$ cat src/rtl/pipeline_ctrl_pkg.sv
// Shared types for the pipeline sequencer: reset polarity and controller states.
package pipeline_ctrl_pkg;

    localparam logic RESET = 1'b1;

    typedef enum logic [1:0] {
        CTRL_RUN,
        CTRL_MEM_WAIT,
        CTRL_HALT
    } ctrl_state_t;

endpackage

$ cat src/rtl/pipeline_ctrl_load_use_detect.sv
// Combinational load-use comparator: an EX load whose rd is read by the ID instruction.
module load_use_detect (
    input  logic [4:0] i_id_rs1_sel,
    input  logic [4:0] i_id_rs2_sel,
    input  logic       i_id_uses_rs1,
    input  logic       i_id_uses_rs2,
    input  logic [4:0] i_ex_rd_sel,
    input  logic       i_ex_ctrl_mem_read,
    input  logic       i_ex_ctrl_reg_wr_en,
    output logic       o_load_use
);

    logic rs1_hit;
    logic rs2_hit;

    assign rs1_hit    = i_id_uses_rs1 && (i_id_rs1_sel == i_ex_rd_sel);
    assign rs2_hit    = i_id_uses_rs2 && (i_id_rs2_sel == i_ex_rd_sel);
    // x0 is hardwired to zero, so a load targeting it never creates a dependency.
    assign o_load_use = i_ex_ctrl_mem_read && i_ex_ctrl_reg_wr_en &&
                        (i_ex_rd_sel != 5'd0) && (rs1_hit || rs2_hit);

endmodule

$ cat src/rtl/pipeline_ctrl.sv
// Five-stage pipeline sequencer: per-stage enable/flush for load-use, branch flush and
// data-memory wait states, with memory-timeout halt and saturating performance counters.
module pipeline_ctrl
    import pipeline_ctrl_pkg::*;
#(
    parameter int unsigned MAX_WAIT = 16,
    parameter int unsigned CNT_W    = 16
) (
    input  logic             clk,
    input  logic             rst,
    input  logic [4:0]       i_id_rs1_sel,
    input  logic [4:0]       i_id_rs2_sel,
    input  logic             i_id_uses_rs1,
    input  logic             i_id_uses_rs2,
    input  logic [4:0]       i_ex_rd_sel,
    input  logic             i_ex_ctrl_mem_read,
    input  logic             i_ex_ctrl_reg_wr_en,
    input  logic             i_ex_branch_taken,
    input  logic             i_mem_req,
    input  logic             i_dmem_ready,
    output logic             o_pc_en,
    output logic             o_if_id_en,
    output logic             o_id_ex_en,
    output logic             o_ex_mem_en,
    output logic             o_mem_wb_en,
    output logic             o_if_id_flush,
    output logic             o_id_ex_flush,
    output logic             o_mem_wb_flush,
    output logic             o_halt,
    output logic [CNT_W-1:0] o_stall_cycles,
    output logic [CNT_W-1:0] o_flush_count
);

    localparam logic [7:0]       WAIT_LAST = 8'(MAX_WAIT - 1);
    localparam logic [CNT_W-1:0] CNT_MAX   = {CNT_W{1'b1}};

    ctrl_state_t      state_q, state_d;
    logic [7:0]       wait_cnt_q, wait_cnt_d;
    logic [CNT_W-1:0] stall_cnt_q, stall_cnt_d;
    logic [CNT_W-1:0] flush_cnt_q, flush_cnt_d;
    logic             lu;
    logic             ms;

    load_use_detect u_load_use_detect (
        .i_id_rs1_sel        (i_id_rs1_sel),
        .i_id_rs2_sel        (i_id_rs2_sel),
        .i_id_uses_rs1       (i_id_uses_rs1),
        .i_id_uses_rs2       (i_id_uses_rs2),
        .i_ex_rd_sel         (i_ex_rd_sel),
        .i_ex_ctrl_mem_read  (i_ex_ctrl_mem_read),
        .i_ex_ctrl_reg_wr_en (i_ex_ctrl_reg_wr_en),
        .o_load_use          (lu)
    );

    assign ms = i_mem_req && !i_dmem_ready;

    always_comb begin
        // NOTE: every output and next-state value gets a default first so no path infers a latch.
        state_d        = state_q;
        wait_cnt_d     = wait_cnt_q;
        stall_cnt_d    = stall_cnt_q;
        flush_cnt_d    = flush_cnt_q;
        o_pc_en        = 1'b1;
        o_if_id_en     = 1'b1;
        o_id_ex_en     = 1'b1;
        o_ex_mem_en    = 1'b1;
        o_mem_wb_en    = 1'b1;
        o_if_id_flush  = 1'b0;
        o_id_ex_flush  = 1'b0;
        o_mem_wb_flush = 1'b0;

        if (rst == RESET) begin
            {o_pc_en, o_if_id_en, o_id_ex_en, o_ex_mem_en, o_mem_wb_en} = '0;
            {o_if_id_flush, o_id_ex_flush, o_mem_wb_flush}              = '1;
        end else if (state_q == CTRL_HALT) begin
            {o_pc_en, o_if_id_en, o_id_ex_en, o_ex_mem_en, o_mem_wb_en} = '0;
        end else if (ms) begin
            // Freeze everything up to MEM; a taken branch waits in EX until the access completes.
            {o_pc_en, o_if_id_en, o_id_ex_en, o_ex_mem_en} = '0;
            o_mem_wb_flush = 1'b1;
            if (stall_cnt_q != CNT_MAX) stall_cnt_d = stall_cnt_q + CNT_W'(1);
            if (state_q == CTRL_RUN) begin
                state_d    = CTRL_MEM_WAIT;
                wait_cnt_d = 8'd1;
            end else if (wait_cnt_q == WAIT_LAST) begin
                state_d    = CTRL_HALT;
                wait_cnt_d = 8'd0;
            end else begin
                wait_cnt_d = wait_cnt_q + 8'd1;
            end
        end else begin
            state_d    = CTRL_RUN;
            wait_cnt_d = 8'd0;
            if (i_ex_branch_taken) begin
                o_if_id_flush = 1'b1;
                o_id_ex_flush = 1'b1;
                if (flush_cnt_q != CNT_MAX) flush_cnt_d = flush_cnt_q + CNT_W'(1);
            end else if (lu) begin
                o_pc_en       = 1'b0;
                o_if_id_en    = 1'b0;
                o_id_ex_flush = 1'b1;
                if (stall_cnt_q != CNT_MAX) stall_cnt_d = stall_cnt_q + CNT_W'(1);
            end
        end
    end

    always_ff @(posedge clk) begin
        if (rst == RESET) begin
            state_q     <= CTRL_RUN;
            wait_cnt_q  <= 8'd0;
            stall_cnt_q <= '0;
            flush_cnt_q <= '0;
        end else begin
            state_q     <= state_d;
            wait_cnt_q  <= wait_cnt_d;
            stall_cnt_q <= stall_cnt_d;
            flush_cnt_q <= flush_cnt_d;
        end
    end

    assign o_halt         = (state_q == CTRL_HALT);
    assign o_stall_cycles = stall_cnt_q;
    assign o_flush_count  = flush_cnt_q;

endmodule
$ cat config.mk
export PLATFORM = sky130hd
export DESIGN_NAME = pipeline_ctrl
export DESIGN_NICKNAME = d
export VERILOG_FILES = /design/src/rtl/pipeline_ctrl_pkg.sv /design/src/rtl/pipeline_ctrl_load_use_detect.sv /design/src/rtl/pipeline_ctrl.sv
export SDC_FILE = /design/constraint.sdc
export NUM_CORES = 1
export LEC_CHECK = 0
export CAP_MARGIN = 15
export CORE_MARGIN = 1
export CORE_UTILIZATION = 40
export DETAILED_ROUTE_END_ITERATION = 8
export GPL_ROUTABILITY_DRIVEN = 0
export GPL_TIMING_DRIVEN = 0
export PLACE_DENSITY = 0.71
export REMOVE_ABC_BUFFERS = 1
export SLEW_MARGIN = 25
export SYNTH_ARGS = -nofsm -noshare
export SYNTH_HDL_FRONTEND = slang
export SYNTH_SLANG_ARGS = --single-unit
$ cat constraint.sdc
create_clock -name clk -period 1.9 [get_ports clk]
set_input_delay 0.38 -clock clk [delete_from_list [all_inputs] [get_ports clk]]
set_output_delay 0.38 -clock clk [all_outputs]
set_load 0.03 [all_outputs]
==> results of run 1 <==
==> timing repair <==
| item | CTS | global route |
|---|---|---|
| gates resized for setup | 138 | 42 |
| cloned | 2 | 0 |
| endpoints found under the setup margin | 39 | 26 |
| pin swaps | 31 | 26 |
| buffers inserted | 17 | 12 |
==> through the flow <==
stage	worst slack [ns]	instance area (µm²)	power [mW]	hold slack [ns]
finish	-0.135	3450	1.78	0.424
global route	-0.175	3450	1.86	0.446
CTS	-0.160	3280	1.78	0.430
detailed placement	-1.10	2890	1.16	0.497
global placement	-1.61	2870	1.15	0.489
floorplan	-1.13	2140	1.03	0.449
==> flip-flops by register name, indices dropped and copies added, names as in the netlist <==
register and cells:
o_stall_cycles 16, o_flush_count 16, wait_cnt_q 8, state_q 2
==> metal layers <==
layer / vias up / share of wire / GRT usage
met5: - / 0 / 0
met1: 1103 / 0.47 / 0.263
met4: 0 / 0.0096 / 0.0558
li1: 1130 / - / -
met3: 7 / 0.051 / 0.0503
met2: 65 / 0.47 / 0.326
==> kinds of logic after synthesis <==
family          after synthesis  share of synthesized area
buf+inv                      15                     0.0402
flops                        42                      0.381
xor+xnor                     28                      0.111
compound gates               43                      0.123
mux                           5                     0.0244
fa+ha+maj                     3                     0.0170
simple gates                129                      0.303
==> cells in the mapped netlist, drive strengths merged <==
master / n / area share
a211oi: 2 / 0.0068
a21boi: 1 / 0.0034
a21oi: 17 / 0.040
a22oi: 1 / 0.0034
a311o: 1 / 0.0045
a31oi: 2 / 0.0057
a41oi: 1 / 0.0040
and2b: 1 / 0.0045
and3: 5 / 0.014
and4: 1 / 0.0040
buf: 4 / 0.012
clkbuf: 5 / 0.018
dfxtp: 42 / 0.38
ha: 3 / 0.017
inv: 6 / 0.010
mux2: 3 / 0.015
mux2i: 2 / 0.0091
nand2: 23 / 0.043
nand2b: 2 / 0.0068
nand3: 14 / 0.032
nand4: 13 / 0.040
nor2: 40 / 0.068
nor2b: 3 / 0.0085
nor3: 4 / 0.0091
nor3b: 2 / 0.0068
nor4: 5 / 0.014
o21a: 1 / 0.0034
o21ai: 9 / 0.020
o22ai: 1 / 0.0057
o311ai: 1 / 0.0040
o31ai: 5 / 0.017
o32a: 1 / 0.0045
or3: 9 / 0.028
or4: 7 / 0.025
xnor2: 14 / 0.056
xor2: 14 / 0.056
==> worst paths after layout <==
kind / from / end / slack, ns
worst min-delay path: rst / o_stall_cycles[3] / 0.42
worst max register to register: o_stall_cycles[0] / o_stall_cycles[10] / -0.13
worst min register to register: o_stall_cycles[3] / o_stall_cycles[3] / 0.49
worst max-delay path: o_stall_cycles[0] / o_stall_cycles[10] / -0.13
==> power groups by stage <==
stage / registers (mW) / logic [mW] / clock network (mW)
2_1_floorplan: 0.934 / 0.0974 / 0
3_3_place_gp: 0.923 / 0.226 / 0
3_5_place_dp: 0.923 / 0.234 / 0
4_1_cts: 0.898 / 0.269 / 0.610
5_1_grt: 0.897 / 0.313 / 0.653
6_report: 0.895 / 0.292 / 0.592
==> cell type report <==
class	count	area share
Tap cell	70	0.0254
Sequential cell	42	0.253
Multi-Input combinational cell	210	0.448
Clock buffer	7	0.0250
Clock inverter	1	0.00145
Inverter	6	0.00652
Timing Repair Buffer	90	0.241
==> impl_metrics.tcl, run 1 <==
set metrics [dict create \
    p_per_area_mw_per_mm2 515 \
    drc 0 \
    p_sw_mw 0.464 \
    track_usage 0.201 \
    yosysSeqAreaShare 0.381 \
    critical_path.cell_chain "ha_4 -> buf_6 -> nand2_4 -> or3_4 -> a311o_1 -> buf_4 -> or3_1 -> a21oi_1" \
    syn_inst 265 \
    finalHoldViolations 0 \
    worst_pin_slew_ns 0.415 \
    drv_slew 0 \
    peakVddDrop_mv 0.422 \
    final_net_count 382 \
    cts_max_level 2 \
    relSlewSlack 0.722 \
    multi_input_area_mm2 0.00155 \
    rsz0062_at_grt "true" \
    via_per_inst 5.41 \
    grt_overflow 0 \
    p_seq_frac 0.503 \
    drive_gt1_frac 0.320 \
    area_delta_synth_final_pct 56.5 \
    power_frac_clock 0.333 \
    antenna_cells 0 \
    clockBufferDepth 2 \
    max_stage_delay_ns 0.37 \
    setup_tns_ns -0.642 \
    synth_cell_types 47 \
    layout_setup_ws_ns -0.135 \
    clock_skew_ns 0.00722 \
    die_width_um 76.3 \
    path_depth 8 \
    io_pins 65 \
    path_clk_slew_ns 0.08 \
    final_common_cell "nor2_1" \
    finalSetupViolations 11 \
    min-delay-path-class "in2reg" \
    coreArea_mm2 0.00520 \
    max_freq_ghz 0.491 \
    status "complete, but fails checks" \
    antenna_found_initial 0 \
    clock_latency_ns 0.29 \
    fin_cells 426 \
    fin_crit_ns 2.03 \
    maxCapViolations 0 \
    internal_power_mw 1.32 \
    first_global_vias 2106 \
    dr.pass1.iters 4 \
    arrival_ns 2.24 \
    dieArea_mm2 0.00582 \
    hold_depth 2 \
    initial_utilization 0.424 \
    clock_sinks 42 \
    pwr-share-comb 0.164 \
    die_h_um 76.3 \
    cp_num_buf_inv 2 \
    fp-row-count 26 \
    fillerInstances 449 \
    period_share 1.07 \
    avgRoutedWirePerCell_um 14.1 \
    final_cell_mix "nor2_1 (36), clkdlybuf4s50_1 (33), dfxtp_1 (26)" \
    netlist_area_mm2 0.00221 \
    fin_util 0.664 \
    antenna_left 0 \
    clock_tree.root_cell "clkbuf_8" \
    cp_slowest_cell "dfxtp_4" \
    power_leakage_nw 1.32 \
    cp_max_fo 3 \
    grt_max_degree 32 \
    portBuffers 64 \
    ys_ff_latch 42 \
    reg2reg_depth 8 \
    crit_path_start_kind "register" \
    regArea_um2 873 \
    cts_buffers 5 \
    end_kind "register" \
    syn_avg_cell_area_um2 8.33 \
    failed_checks "negative setup slack" \
    hpwlAfterDp_mm 3.65 \
    dp.cells 391 \
    drt-total-wl_mm 6.02 \
    yosys_warnings 0 \
    cts_tree "yes" \
    grt_pass1_wl_mm 9.74 \
    critPathKind "reg2reg" \
    crit_required_ns 2.11 \
    critPathTopFamily "simple AND/OR/NAND/NOR gates" \
    p_sw_frac 0.261 \
    cts.hold.buffers_added 0 \
    vias 2305 \
    drt_iter0_markers 104 \
]
(Power assumes the default switching activity.)
==> run 2, diff against run 1 <==
==> constraint.sdc (replaced) <==
create_clock -name clk -period 1.9 [get_ports clk]
set_input_delay 0.19 -clock clk [delete_from_list [all_inputs] [get_ports clk]]
set_output_delay 0.19 -clock clk [all_outputs]
set_load 0.03 [all_outputs]
==> run 2 against run 1 <==
Compared with the run above:
- the flow still finishes with violations (negative setup slack)
- register-to-register slack improved by 0.06 ns
- first-iteration DRC count rose by 8.7%
- clock power barely moved
- combinational power fell by 3%
- sequential cell count did not move
- critical path depth did not move
- critical path type unchanged
- critical endpoint is now o_stall_cycles[6]
- largest cell class unchanged
- largest power group unchanged
==> impl_metrics.tcl, run 2 (synthesis gave the netlist of run 1 again) <==
set metrics [dict create \
    status "complete, but fails checks" \
    failed_checks "negative setup slack" \
    drt-total-wl_mm 5.92 \
    cts_tree "yes" \
    clockBufferDepth 2 \
    cts.hold.buffers_added 0 \
    drv_slew 0 \
    fin_cells 420 \
    arrival_ns 2.19 \
    period_share 1.04 \
    fp-row-count 26 \
    grt_overflow 0 \
    peakVddDrop_mv 0.423 \
    drt_iter0_markers 113 \
    area_delta_synth_final_pct 55.3 \
    final_net_count 376 \
    fillerInstances 457 \
    p_seq_frac 0.506 \
    io_pins 65 \
    vias 2269 \
    portBuffers 64 \
    internal_power_mw 1.31 \
    layout_setup_ws_ns -0.0711 \
    antenna_cells 0 \
    first_global_vias 2047 \
    power_leakage_nw 1.30 \
    critical_path.cell_chain "ha_4 -> nand4_1 -> nor4_4 -> nor4_4 -> buf_4 -> a21oi_4 -> or4_2 -> a21oi_1" \
    clock_sinks 42 \
    dr.pass1.iters 4 \
    final_cell_mix "clkdlybuf4s50_1 (41), nor2_1 (37), dfxtp_1 (27)" \
    drive_gt1_frac 0.240 \
    final_common_cell "clkdlybuf4s50_1" \
    path_clk_slew_ns 0.08 \
    worst_pin_slew_ns 0.431 \
    coreArea_mm2 0.00520 \
    antenna_found_initial 0 \
    grt_max_degree 32 \
    drc 0 \
    finalSetupViolations 13 \
    multi_input_area_mm2 0.00151 \
    rsz0062_at_grt "true" \
    grt_pass1_wl_mm 9.52 \
    regArea_um2 875 \
    fin_crit_ns 1.97 \
    max_stage_delay_ns 0.54 \
    dieArea_mm2 0.00582 \
    cts_max_level 2 \
    max_freq_ghz 0.507 \
    relSlewSlack 0.712 \
    p_sw_mw 0.459 \
    clock_skew_ns 0.00690 \
    clock_latency_ns 0.29 \
    avgRoutedWirePerCell_um 14.1 \
    whs_ns 0.232 \
    track_usage 0.197 \
    via_per_inst 5.40 \
    die_width_um 76.3 \
    hpwlAfterDp_mm 3.65 \
    cp_slowest_cell "or4_2" \
    pwr-share-comb 0.159 \
    p_sw_frac 0.260 \
    dp.cells 391 \
    end_kind "register" \
    critPathKind "reg2reg" \
    maxCapViolations 0 \
    min-delay-path-class "in2reg" \
    antenna_left 0 \
    p_per_area_mw_per_mm2 516 \
    clock_tree.root_cell "clkbuf_8" \
    fin_util 0.658 \
    crit_path_start_kind "register" \
    initial_utilization 0.424 \
    die_h_um 76.3 \
    cp_max_fo 5 \
    power_frac_clock 0.335 \
    cts_buffers 5 \
    crit_required_ns 2.12 \
    path_common_cell "nor4_4" \
    finalHoldViolations 0 \
]
run 2: worst max-delay path: cells and delay by family, from the launching register on:
kind                     cells  cell delay [ns]
AO/OA/AOI/OAI                2             0.22
adder cells (fa/ha/maj)      1             0.17
buffers and inverters        1             0.21
flip-flops                   1             0.36
AND/OR/NAND/NOR              4             0.95
run 2: power by group through the flow:
stage / Combinational [mW] / Sequential, mW / Clock (mW)
6_report: 0.282 / 0.894 / 0.592
5_1_grt: 0.302 / 0.896 / 0.652
4_1_cts: 0.272 / 0.898 / 0.610
3_5_place_dp: 0.234 / 0.923 / 0
3_3_place_gp: 0.226 / 0.923 / 0
2_1_floorplan: 0.0974 / 0.934 / 0
run 2: what timing repair did:
action                                  CTS  global route
gates cloned                              2             0
resized for setup                        75            40
setup buffers                            17             6
endpoints found under the setup margin   38            23
pin swaps                                14            27
run 2: cell type report:
cell class,instances,share of cell area
clock inverter,1,0.00146
multi-input combinational,210,0.441
tap,70,0.0256
clock buffer,7,0.0252
inverter,6,0.00657
sequential,42,0.255
timing repair buffer,84,0.245
run 2: path summary, 6_finish.rpt:
check                    start           endpoint  slack (ns)  depth (start not counted)
max          o_stall_cycles[0]  o_stall_cycles[6]       -0.07                          8
min                        rst  o_stall_cycles[3]        0.23                          2
max reg2reg  o_stall_cycles[0]  o_stall_cycles[6]       -0.07                          8
min reg2reg         state_q[0]         state_q[0]        0.47                          1
run 2: routing by layer:
metal,track usage,wire length (µm),vias up
li1,-,-,1119
met2,0.314,2740,57
met3,0.0563,323,11
met4,0.0558,102,0
met5,0,0,-
met1,0.260,2760,1082
run 2: metrics by stage:
stage | setup TNS, ns | instance area, µm² | power [mW] | worst slack, ns
4_1_cts | -0.719 | 3270 | 1.78 | -0.110
6_report | -0.415 | 3430 | 1.77 | -0.0711
5_1_grt | -1.46 | 3430 | 1.85 | -0.130
3_5_place_dp | -18.29 | 2890 | 1.16 | -0.907
2_1_floorplan | -9.58 | 2140 | 1.03 | -0.944
3_3_place_gp | -30.19 | 2870 | 1.15 | -1.23
==> run 3, diff against run 2 <==
Settings changed: CTS_CLUSTER_SIZE set to 12.
==> results of run 3 <==
No change in the layout: final DEF, timing and power equal those of run 2.
